--- config.mk ---
export PLATFORM = sky130hd
export DESIGN_NAME = stopwatch_input_conditioner_flat
export DESIGN_NICKNAME = d
export VERILOG_FILES = /design/src/rtl/stopwatch_input_conditioner_pkg.sv /design/src/rtl/stopwatch_input_conditioner_if.sv /design/src/rtl/stopwatch_input_conditioner_debounce.sv /design/src/rtl/stopwatch_input_conditioner.sv /design/src/flat_wrapper.sv
export SDC_FILE = /design/constraint.sdc
export NUM_CORES = 1
export LEC_CHECK = 0
export BUFFER_PORTS_ARGS = -buffer_cell sky130_fd_sc_hd__buf_2
export CAP_MARGIN = 10
export CORE_ASPECT_RATIO = 1.5
export CORE_MARGIN = 2
export CORE_UTILIZATION = 30
export DETAILED_ROUTE_END_ITERATION = 7
export PLACE_DENSITY = 0.49
export SETUP_SLACK_MARGIN = 0.2
export SLEW_MARGIN = 25
export SYNTH_ARGS = -nofsm -noshare
export SYNTH_HDL_FRONTEND = slang
export SYNTH_SLANG_ARGS = --single-unit
export TNS_END_PERCENT = 20
--- constraint.sdc ---
create_clock -name clk -period 4.4 [get_ports clk]
set_input_delay 0.88 -clock clk [delete_from_list [all_inputs] [get_ports clk]]
set_output_delay 0.88 -clock clk [all_outputs]
set_load 0.1 [all_outputs]
--- src/rtl/stopwatch_input_conditioner_pkg.sv ---
// Shared types and defaults for the stopwatch input conditioning stage.
// Latency: n/a (declarations only).
// Backpressure: n/a (declarations only).
package stopwatch_pkg;

    // 10 ms of stability at 100 MHz before a raw level is accepted
    localparam int DEBOUNCE_CYCLES_DEFAULT = 1_000_000;

    // Raw front-panel inputs, grouped so all channels are handled uniformly
    typedef struct packed {
        logic pause;
        logic clr;
        logic adj;
        logic sel;
    } btn_t;

    localparam int NUM_CHANNELS = $bits(btn_t);

endpackage

--- src/rtl/stopwatch_input_conditioner_if.sv ---
// Bundle of raw panel inputs and their conditioned outputs.
// Latency: n/a (wiring only).
// Backpressure: none; all signals are free-running levels or strobes.
interface stopwatch_input_conditioner_if;

    logic pause_btn_i;
    logic clr_btn_i;
    logic adj_sw_i;
    logic sel_sw_i;

    logic pause_o;
    logic pause_pulse_o;
    logic clr_pulse_o;
    logic adj_o;
    logic sel_o;

    // Side that owns the raw panel inputs and consumes the clean outputs
    modport master (
        output pause_btn_i, clr_btn_i, adj_sw_i, sel_sw_i,
        input  pause_o, pause_pulse_o, clr_pulse_o, adj_o, sel_o
    );

    // Conditioner side
    modport slave (
        input  pause_btn_i, clr_btn_i, adj_sw_i, sel_sw_i,
        output pause_o, pause_pulse_o, clr_pulse_o, adj_o, sel_o
    );

endinterface

--- src/rtl/stopwatch_input_conditioner_debounce.sv ---
// One conditioning channel: 2-FF synchroniser, debounce counter, stable level, rise strobe.
// Latency: level/rise commit DEBOUNCE_CYCLES+1 edges after the raw change is first sampled.
// Backpressure: none; a bounce back to the stable level restarts the count.
module debounce_channel
    import stopwatch_pkg::*;
#(
    parameter int DEBOUNCE_CYCLES = DEBOUNCE_CYCLES_DEFAULT,
    parameter int CNT_W           = $clog2(DEBOUNCE_CYCLES)
) (
    input  logic clk,
    input  logic rst_n,
    input  logic raw,
    output logic level,
    output logic rise
);

    localparam logic [CNT_W-1:0] CNT_LAST = CNT_W'(DEBOUNCE_CYCLES - 1);

    logic [1:0]       sync_q;
    logic             s;
    logic [CNT_W-1:0] cnt;

    assign s = sync_q[1];

    // Bring the asynchronous raw input into the clk domain
    always_ff @(posedge clk or negedge rst_n) begin
        if (!rst_n) begin
            sync_q <= 2'b00;
        end else begin
            sync_q <= {sync_q[0], raw};
        end
    end

    // Accept a new level only after it has differed for DEBOUNCE_CYCLES consecutive cycles
    always_ff @(posedge clk or negedge rst_n) begin
        if (!rst_n) begin
            cnt   <= '0;
            level <= 1'b0;
            rise  <= 1'b0;
        end else begin
            rise <= 1'b0;
            if (s == level) begin
                cnt <= '0;
            end else if (cnt == CNT_LAST) begin
                level <= s;
                cnt   <= '0;
                rise  <= s;
            end else begin
                cnt <= cnt + CNT_W'(1);
            end
        end
    end

endmodule

--- src/rtl/stopwatch_input_conditioner.sv ---
// Synchronises and debounces the stopwatch buttons/switches; keeps the pause toggle state.
// Latency: pulses/levels DEBOUNCE_CYCLES+1 edges after first sample; pause_o one edge later.
// Backpressure: none; holding a button yields a single pulse until released and re-pressed.
module stopwatch_input_conditioner
    import stopwatch_pkg::*;
#(
    parameter int DEBOUNCE_CYCLES = DEBOUNCE_CYCLES_DEFAULT,
    parameter int CNT_W           = $clog2(DEBOUNCE_CYCLES)
) (
    input  logic                          clk,
    input  logic                          rst_n,
    stopwatch_input_conditioner_if.slave  io
);

    btn_t                    raw_btn;
    logic [NUM_CHANNELS-1:0] raw_vec;
    logic [NUM_CHANNELS-1:0] level_vec;
    logic [NUM_CHANNELS-1:0] rise_vec;
    btn_t                    level;
    btn_t                    rise;
    logic                    pause_q;
    logic                    unused_bits;

    assign raw_btn.pause = io.pause_btn_i;
    assign raw_btn.clr   = io.clr_btn_i;
    assign raw_btn.adj   = io.adj_sw_i;
    assign raw_btn.sel   = io.sel_sw_i;
    assign raw_vec       = raw_btn;

    for (genvar i = 0; i < NUM_CHANNELS; i++) begin : g_chan
        debounce_channel #(
            .DEBOUNCE_CYCLES (DEBOUNCE_CYCLES),
            .CNT_W           (CNT_W)
        ) u_chan (
            .clk   (clk),
            .rst_n (rst_n),
            .raw   (raw_vec[i]),
            .level (level_vec[i]),
            .rise  (rise_vec[i])
        );
    end

    assign level = btn_t'(level_vec);
    assign rise  = btn_t'(rise_vec);

    // Button levels and switch rises have no downstream consumer
    assign unused_bits = ^{level.pause, level.clr, rise.adj, rise.sel};

    // Pause toggles on each press; a clear press forces it off and takes priority
    always_ff @(posedge clk or negedge rst_n) begin
        if (!rst_n) begin
            pause_q <= 1'b0;
        end else if (rise.clr) begin
            pause_q <= 1'b0;
        end else if (rise.pause) begin
            pause_q <= ~pause_q;
        end
    end

    assign io.pause_o       = pause_q;
    assign io.pause_pulse_o = rise.pause;
    assign io.clr_pulse_o   = rise.clr;
    assign io.adj_o         = level.adj;
    assign io.sel_o         = level.sel;

endmodule

--- src/flat_wrapper.sv ---
// flat-port wrapper written by rule: the top's interface ports become plain ports
module stopwatch_input_conditioner_flat import stopwatch_pkg::*;
#(
    parameter int DEBOUNCE_CYCLES = DEBOUNCE_CYCLES_DEFAULT,
    parameter int CNT_W           = $clog2(DEBOUNCE_CYCLES)
)
  (clk, rst_n, io_pause_btn_i, io_clr_btn_i, io_adj_sw_i, io_sel_sw_i, io_pause_o, io_pause_pulse_o, io_clr_pulse_o, io_adj_o, io_sel_o);
  stopwatch_input_conditioner_if io_i ();
  input  logic clk;
  input  logic rst_n;
  input wire logic [$bits(io_i.pause_btn_i)-1:0] io_pause_btn_i;
  input wire logic [$bits(io_i.clr_btn_i)-1:0] io_clr_btn_i;
  input wire logic [$bits(io_i.adj_sw_i)-1:0] io_adj_sw_i;
  input wire logic [$bits(io_i.sel_sw_i)-1:0] io_sel_sw_i;
  output wire logic [$bits(io_i.pause_o)-1:0] io_pause_o;
  output wire logic [$bits(io_i.pause_pulse_o)-1:0] io_pause_pulse_o;
  output wire logic [$bits(io_i.clr_pulse_o)-1:0] io_clr_pulse_o;
  output wire logic [$bits(io_i.adj_o)-1:0] io_adj_o;
  output wire logic [$bits(io_i.sel_o)-1:0] io_sel_o;
  assign io_i.pause_btn_i = io_pause_btn_i;
  assign io_i.clr_btn_i = io_clr_btn_i;
  assign io_i.adj_sw_i = io_adj_sw_i;
  assign io_i.sel_sw_i = io_sel_sw_i;
  assign io_pause_o = io_i.pause_o;
  assign io_pause_pulse_o = io_i.pause_pulse_o;
  assign io_clr_pulse_o = io_i.clr_pulse_o;
  assign io_adj_o = io_i.adj_o;
  assign io_sel_o = io_i.sel_o;
  stopwatch_input_conditioner #(.DEBOUNCE_CYCLES(DEBOUNCE_CYCLES), .CNT_W(CNT_W)) u_core (.clk(clk), .rst_n(rst_n), .io(io_i));
endmodule
### Yosys cells after proc, flatten, opt, wreduce, memory -nomap -nowiden

Index checks and enable logic that the tools add are counted.

* bits of input ports: 6
* output and inout bits: 5
* bits in registers: 95
* logic and storage cells: 51
* memory bits (read-only): 0
* memory bits (writable): 0
* latch bits: 0
* memories kept: 0

* shift-type cells: 0
* multipliers: 0
* reductions and logical operators: 5
* bitwise gates (word level): 5
* multiplexer cells: 14
* $lt $le $gt $ge: 0
* add/subtract/negate cells: 4
* eq/ne operators: 8
* div/mod/pow operators: 0

Operators with widths (count)
* 2-to-1 mux 20 bit: 8
* adder 20 x 1 -> 20 bit, second input constant: 4
* == test 20 bit, second input constant: 4
* AND reduction 2 bit: 4
* 2-to-1 mux 1 bit: 6
* NOT 1 bit: 5
* == test 1 bit: 4
* nonzero test 2 bit: 1

### Depth between registers and ports, before layout

* depth after elaboration: 3
* gate-level depth with buffers: 6
* mapped depth without buffers: 5

### Cells and area by module

From an unflattened synthesis, not the netlist that was laid out.

* cells, all modules: 467
* area total of the unflattened synthesis: 4581.9 um^2

By module, submodules not included
* debounce_channel: times used 4, seq. area each 600.6 um^2, area each 1136.1 um^2, cells an instance 116
* stopwatch_input_conditioner: times used 1, seq. area each 25.0 um^2, area each 37.5 um^2, cells an instance 3

### Worst setup path before layout

OpenSTA, ideal clock, no wires.

* kind: register to register
* start: register u_core.g_chan[3].u_chan.cnt[8]
* end: register u_core.g_chan[3].u_chan.level
* setup time: 0.125 ns
* setup slack: 2.401 ns
* arrival time: 1.874 ns
* buffers on the path: 0
* cell stages (with the launch flop): 5
* period minus slack after synthesis: 1.999 ns
* required time: 4.275 ns
* cells stage by stage: dfrtp_1 > or4b_1 > or4_4 > nor2_1 > mux2_2

* cells in the longest elaborated chain, start to end: 2

RTL lines
* start: declaration: RTL line stopwatch_input_conditioner_debounce.sv:21 `logic [CNT_W-1:0] cnt;`
* start signal: assignment: RTL line stopwatch_input_conditioner_debounce.sv:49 `cnt <= cnt + CNT_W'(1);`
* == test 20 bit: RTL line stopwatch_input_conditioner_debounce.sv:44 `end else if (cnt == CNT_LAST) begin`
* AND reduction 2 bit (no source line)
* end signal: assignment: RTL line stopwatch_input_conditioner_debounce.sv:45 `level <= s;`
* end: declaration: RTL line stopwatch_input_conditioner_debounce.sv:13 `output logic level,`

Every way passes these cells.
A chain may end at the register's enable or synchronous reset.

### Worst setup path in the final report

* start: register u_core.g_chan[1].u_chan.cnt[8]
* end: register u_core.g_chan[1].u_chan.cnt[6]

* cells in the longest elaborated chain, start to end: 3

RTL lines
* start: declaration: RTL line stopwatch_input_conditioner_debounce.sv:21
* start signal: assignment: RTL line stopwatch_input_conditioner_debounce.sv:49
* == test 20 bit: RTL line stopwatch_input_conditioner_debounce.sv:44
* 2-to-1 mux 20 bit: RTL line stopwatch_input_conditioner_debounce.sv:44
* 2-to-1 mux 20 bit: RTL line stopwatch_input_conditioner_debounce.sv:42 `if (s == level) begin`

Every way passes these cells.

==> results.py <==
metrics = {
    "setup_path": {
        "crit_fanout": 20,
        "startpoint_type": "flop",
        "critPathKind": "flop to flop",
        "worstPathArrival_ps": 2530,
        "critical-path-top-delay-family": "simple AND/OR/NAND/NOR gates",
        "cp.required_ps": 4590,
        "cp_cell_sequence": "or4b_2 -> nor4_1 -> a21o_1 -> nor2_1",
        "crit_buf_inv": 0,
        "critPathSlowestCell": "or4b_2",
        "cp-end-kind": "flop",
        "critPathMaxStageDelay_ps": 680,
    },
    "global_routing": {
        "grt_pass1_vias": 3218,
        "grt_overflow": 0,
        "grt_usage": 0.113,
        "grt_pass1_wl_um": 14900,
        "grt_max_degree": 66,
        "antenna_found_initial": 0,
    },
    "clock_tree": {
        "ctsResizeCount": 0,
        "cts_max_path_buffers": 2,
        "clk_latency_ps": 330,
        "root_buffer": "clkbuf_16",
        "numCtsBuffers": 9,
        "clkSinkCount": 95,
        "h-tree-depth": 3,
        "cts_hold_buf": 0,
        "clkTransAtPathRegs_ps": 60,
        "post-cts-setup-buffers": 0,
        "cts_tree": "yes",
    },
    "synthesis": {
        "ys_warn_count": 0,
        "synth-compound-area-share": 0.0760,
        "synth.distinct_cells": 36,
        "synth_cells": 455,
        "yosysSeqAreaShare": 0.527,
        "syn_area_um2": 4510,
        "synth_top_family_by_area": "simple AND/OR/NAND/NOR gates",
        "synth_fp_nets": 465,
        "synth.mux.area_fraction": 0.00998,
        "synth-xor-area-share": 0.0970,
        "ys_ff_latch": 95,
        "avgSynthCellArea_um2": 9.92,
        "synthSimpleGateAreaFrac": 0.244,
        "synth_fa_ha_area_frac": 0.0111,
    },
    "cells_and_area": {
        "areaGrowthSynthToFinish_pct": 12.6,
        "diodes": 0,
        "final_util": 0.347,
        "final_common_cell": "dfrtp_1",
        "postLayoutCellArea_um2": 5080,
        "drive_gt1_frac": 0.102,
        "fin_nets": 475,
        "layout_common_cells": "dfrtp_1 (95), nor2_1 (61), nand3_1 (32), xnor2_1 (31), a21oi_1 (26)",
    },
    "floorplan": {
        "die_x_um": 104,
        "start_util": 0.308,
        "dieArea_um2": 16100,
        "ios": 11,
        "die_h_um": 154,
        "rows": 54,
        "design.core.area_um2": 14700,
    },
    "sta": {
        "finalWorstSetupSlack_ps": 2060,
        "period_minus_slack_ps": 2340,
        "post-route-period-util": 0.532,
        "maxSlewHeadroom": 0.444,
        "rsz0062_at_grt": "false",
        "fin_tns_setup_ps": 0,
        "setup_viol": 0,
        "drv_slew": 0,
        "fin_skew_ps": 4.05,
        "hold_viol": 0,
        "fmax_ghz": 0.428,
        "worst_slew_pin_slew_ps": 833,
    },
    "route": {
        "firstDrtPassIters": 4,
        "initialDrtViolationCount": 115,
        "drc": 0,
        "avgRoutedWirePerCell_um": 12.8,
        "vias": 3224,
        "ant_nets": 0,
        "routed_wl_um": 8490,
        "drt-vias-per-instance": 4.85,
    },
    "placement": {
        "dp_worst_setup_slack_ps": 2020,
        "portBuffers": 10,
        "gp_congestion": 0.819,
        "postPlaceCellArea_um2": 4770,
        "hpwl_um": 5910,
    },
    "pwr": {
        "peakVddDrop_mv": 0.183,
        "powerDensity_nw_per_um2": 349,
        "p_leak_nw": 2.00,
    },
    "run_status": {
        "outcome": "complete, no violations",
    },
    "run": {
        "max-cap-violations": 0,
    },
    "worst_hold_path": {
        "hold_path_class": "flop to flop",
    },
}
## cells by family (layout without fill, tap and decap cells)
kind of cell	after synthesis	in the layout
AO/OA/AOI/OAI	58	58
XOR/XNOR	50	50
adder cells (fa/ha/maj)	4	4
buffers and inverters	37	51
flip-flops	95	95
multiplexers	4	4
AND/OR/NAND/NOR	207	207
## worst reg2reg max path: stages (launching register included)
cell and delay [ps]:
dfrtp_1 420, or4b_2 680, nor4_1 380, a21o_1 600
nor2_1 120
## through the flow
step | hold WS (ps) | cells | total power, mW
after floorplan | 331 | 455 | 0.940
after global placement | 332 | 650 | 0.969
after detailed placement | 337 | 650 | 0.971
after CTS | 352 | 665 | 1.81
after global routing | 359 | 665 | 1.85
final | 349 | 665 | 1.77
## worst paths after layout
kind / startpoint / end / slack, ps / cells after the start
min reg2reg: u_core.g_chan[3].u_chan.sync_q[0] / u_core.g_chan[3].u_chan.sync_q[1] / 350 / 0
min: u_core.g_chan[3].u_chan.sync_q[0] / u_core.g_chan[3].u_chan.sync_q[1] / 350 / 0
max: u_core.g_chan[1].u_chan.cnt[8] / u_core.g_chan[1].u_chan.cnt[6] / 2060 / 4
max reg2reg: u_core.g_chan[1].u_chan.cnt[8] / u_core.g_chan[1].u_chan.cnt[6] / 2060 / 4
min in group asynchronous: rst_n / u_core.g_chan[3].u_chan.cnt[4] / 640 / 1
max in group asynchronous: rst_n / u_core.g_chan[2].u_chan.cnt[16] / 3020 / 2
## area by class of cell
class | count | area, um2
Fill cell | 1502 | 9580
Sequential cell | 95 | 2380
Multi-Input combinational cell | 323 | 1980
Tap cell | 196 | 245
Clock buffer | 11 | 243
Timing Repair Buffer | 14 | 82.6
Inverter | 22 | 82.6
Clock inverter | 4 | 70.1
## sequential cells by signal, indices dropped and copies added, names as in the netlist
| signal | cells |
|---|---|
| u_core.io.pause_o | 1 |
| u_core.g_chan.u_chan.level | 4 |
| u_core.g_chan.u_chan.cnt | 80 |
| u_core.g_chan.u_chan.sync_q | 8 |
| u_core.g_chan.u_chan.rise | 2 |
## where the power goes
part / switching, mW / internal, mW / leakage (nW) / total, mW
sequential: 0.0127 / 0.886 / 1.30 / 0.899
clock: 0.315 / 0.509 / 0.155 / 0.823
combinational: 0.0382 / 0.0148 / 0.550 / 0.0530
total: 0.365 / 1.41 / 2.00 / 1.77
## layer usage
metal / share of wire / GRT usage / wire length, um
met3: 0.021 / 0.0249 / 182
met2: 0.52 / 0.200 / 4390
met1: 0.45 / 0.132 / 3800
met5: 0 / 0 / 0
met4: 0.014 / 0.0444 / 117
## synth_stat cells
cell type	instances	area, um2
a21o_1	1	7.51
a21oi_1	26	130
a21oi_2	1	8.76
and2_1	3	18.8
and3_1	4	25.0
and3_2	1	7.51
and3b_1	2	17.5
buf_2	9	45.0
buf_6	1	11.3
clkbuf_1	5	18.8
dfrtp_1	95	2380
ha_1	4	50.1
inv_1	22	82.6
mux2_2	4	45.0
nand2_1	22	82.6
nand2b_1	2	12.5
nand3_1	32	160
nand3_2	2	20.0
nand4_1	11	68.8
nor2_1	61	229
nor3_1	10	50.1
nor4_1	8	50.1
o21ai_0	14	70.1
o21ai_1	1	5.00
o21ai_4	1	16.3
o31ai_1	14	105
or2_0	1	6.26
or2_2	3	18.8
or3_1	14	87.6
or3_2	3	22.5
or4_1	23	173
or4_4	2	22.5
or4b_1	1	10.0
or4b_2	2	20.0
xnor2_1	31	272
xor2_1	19	166
Power figures use the tool's default switching activity.
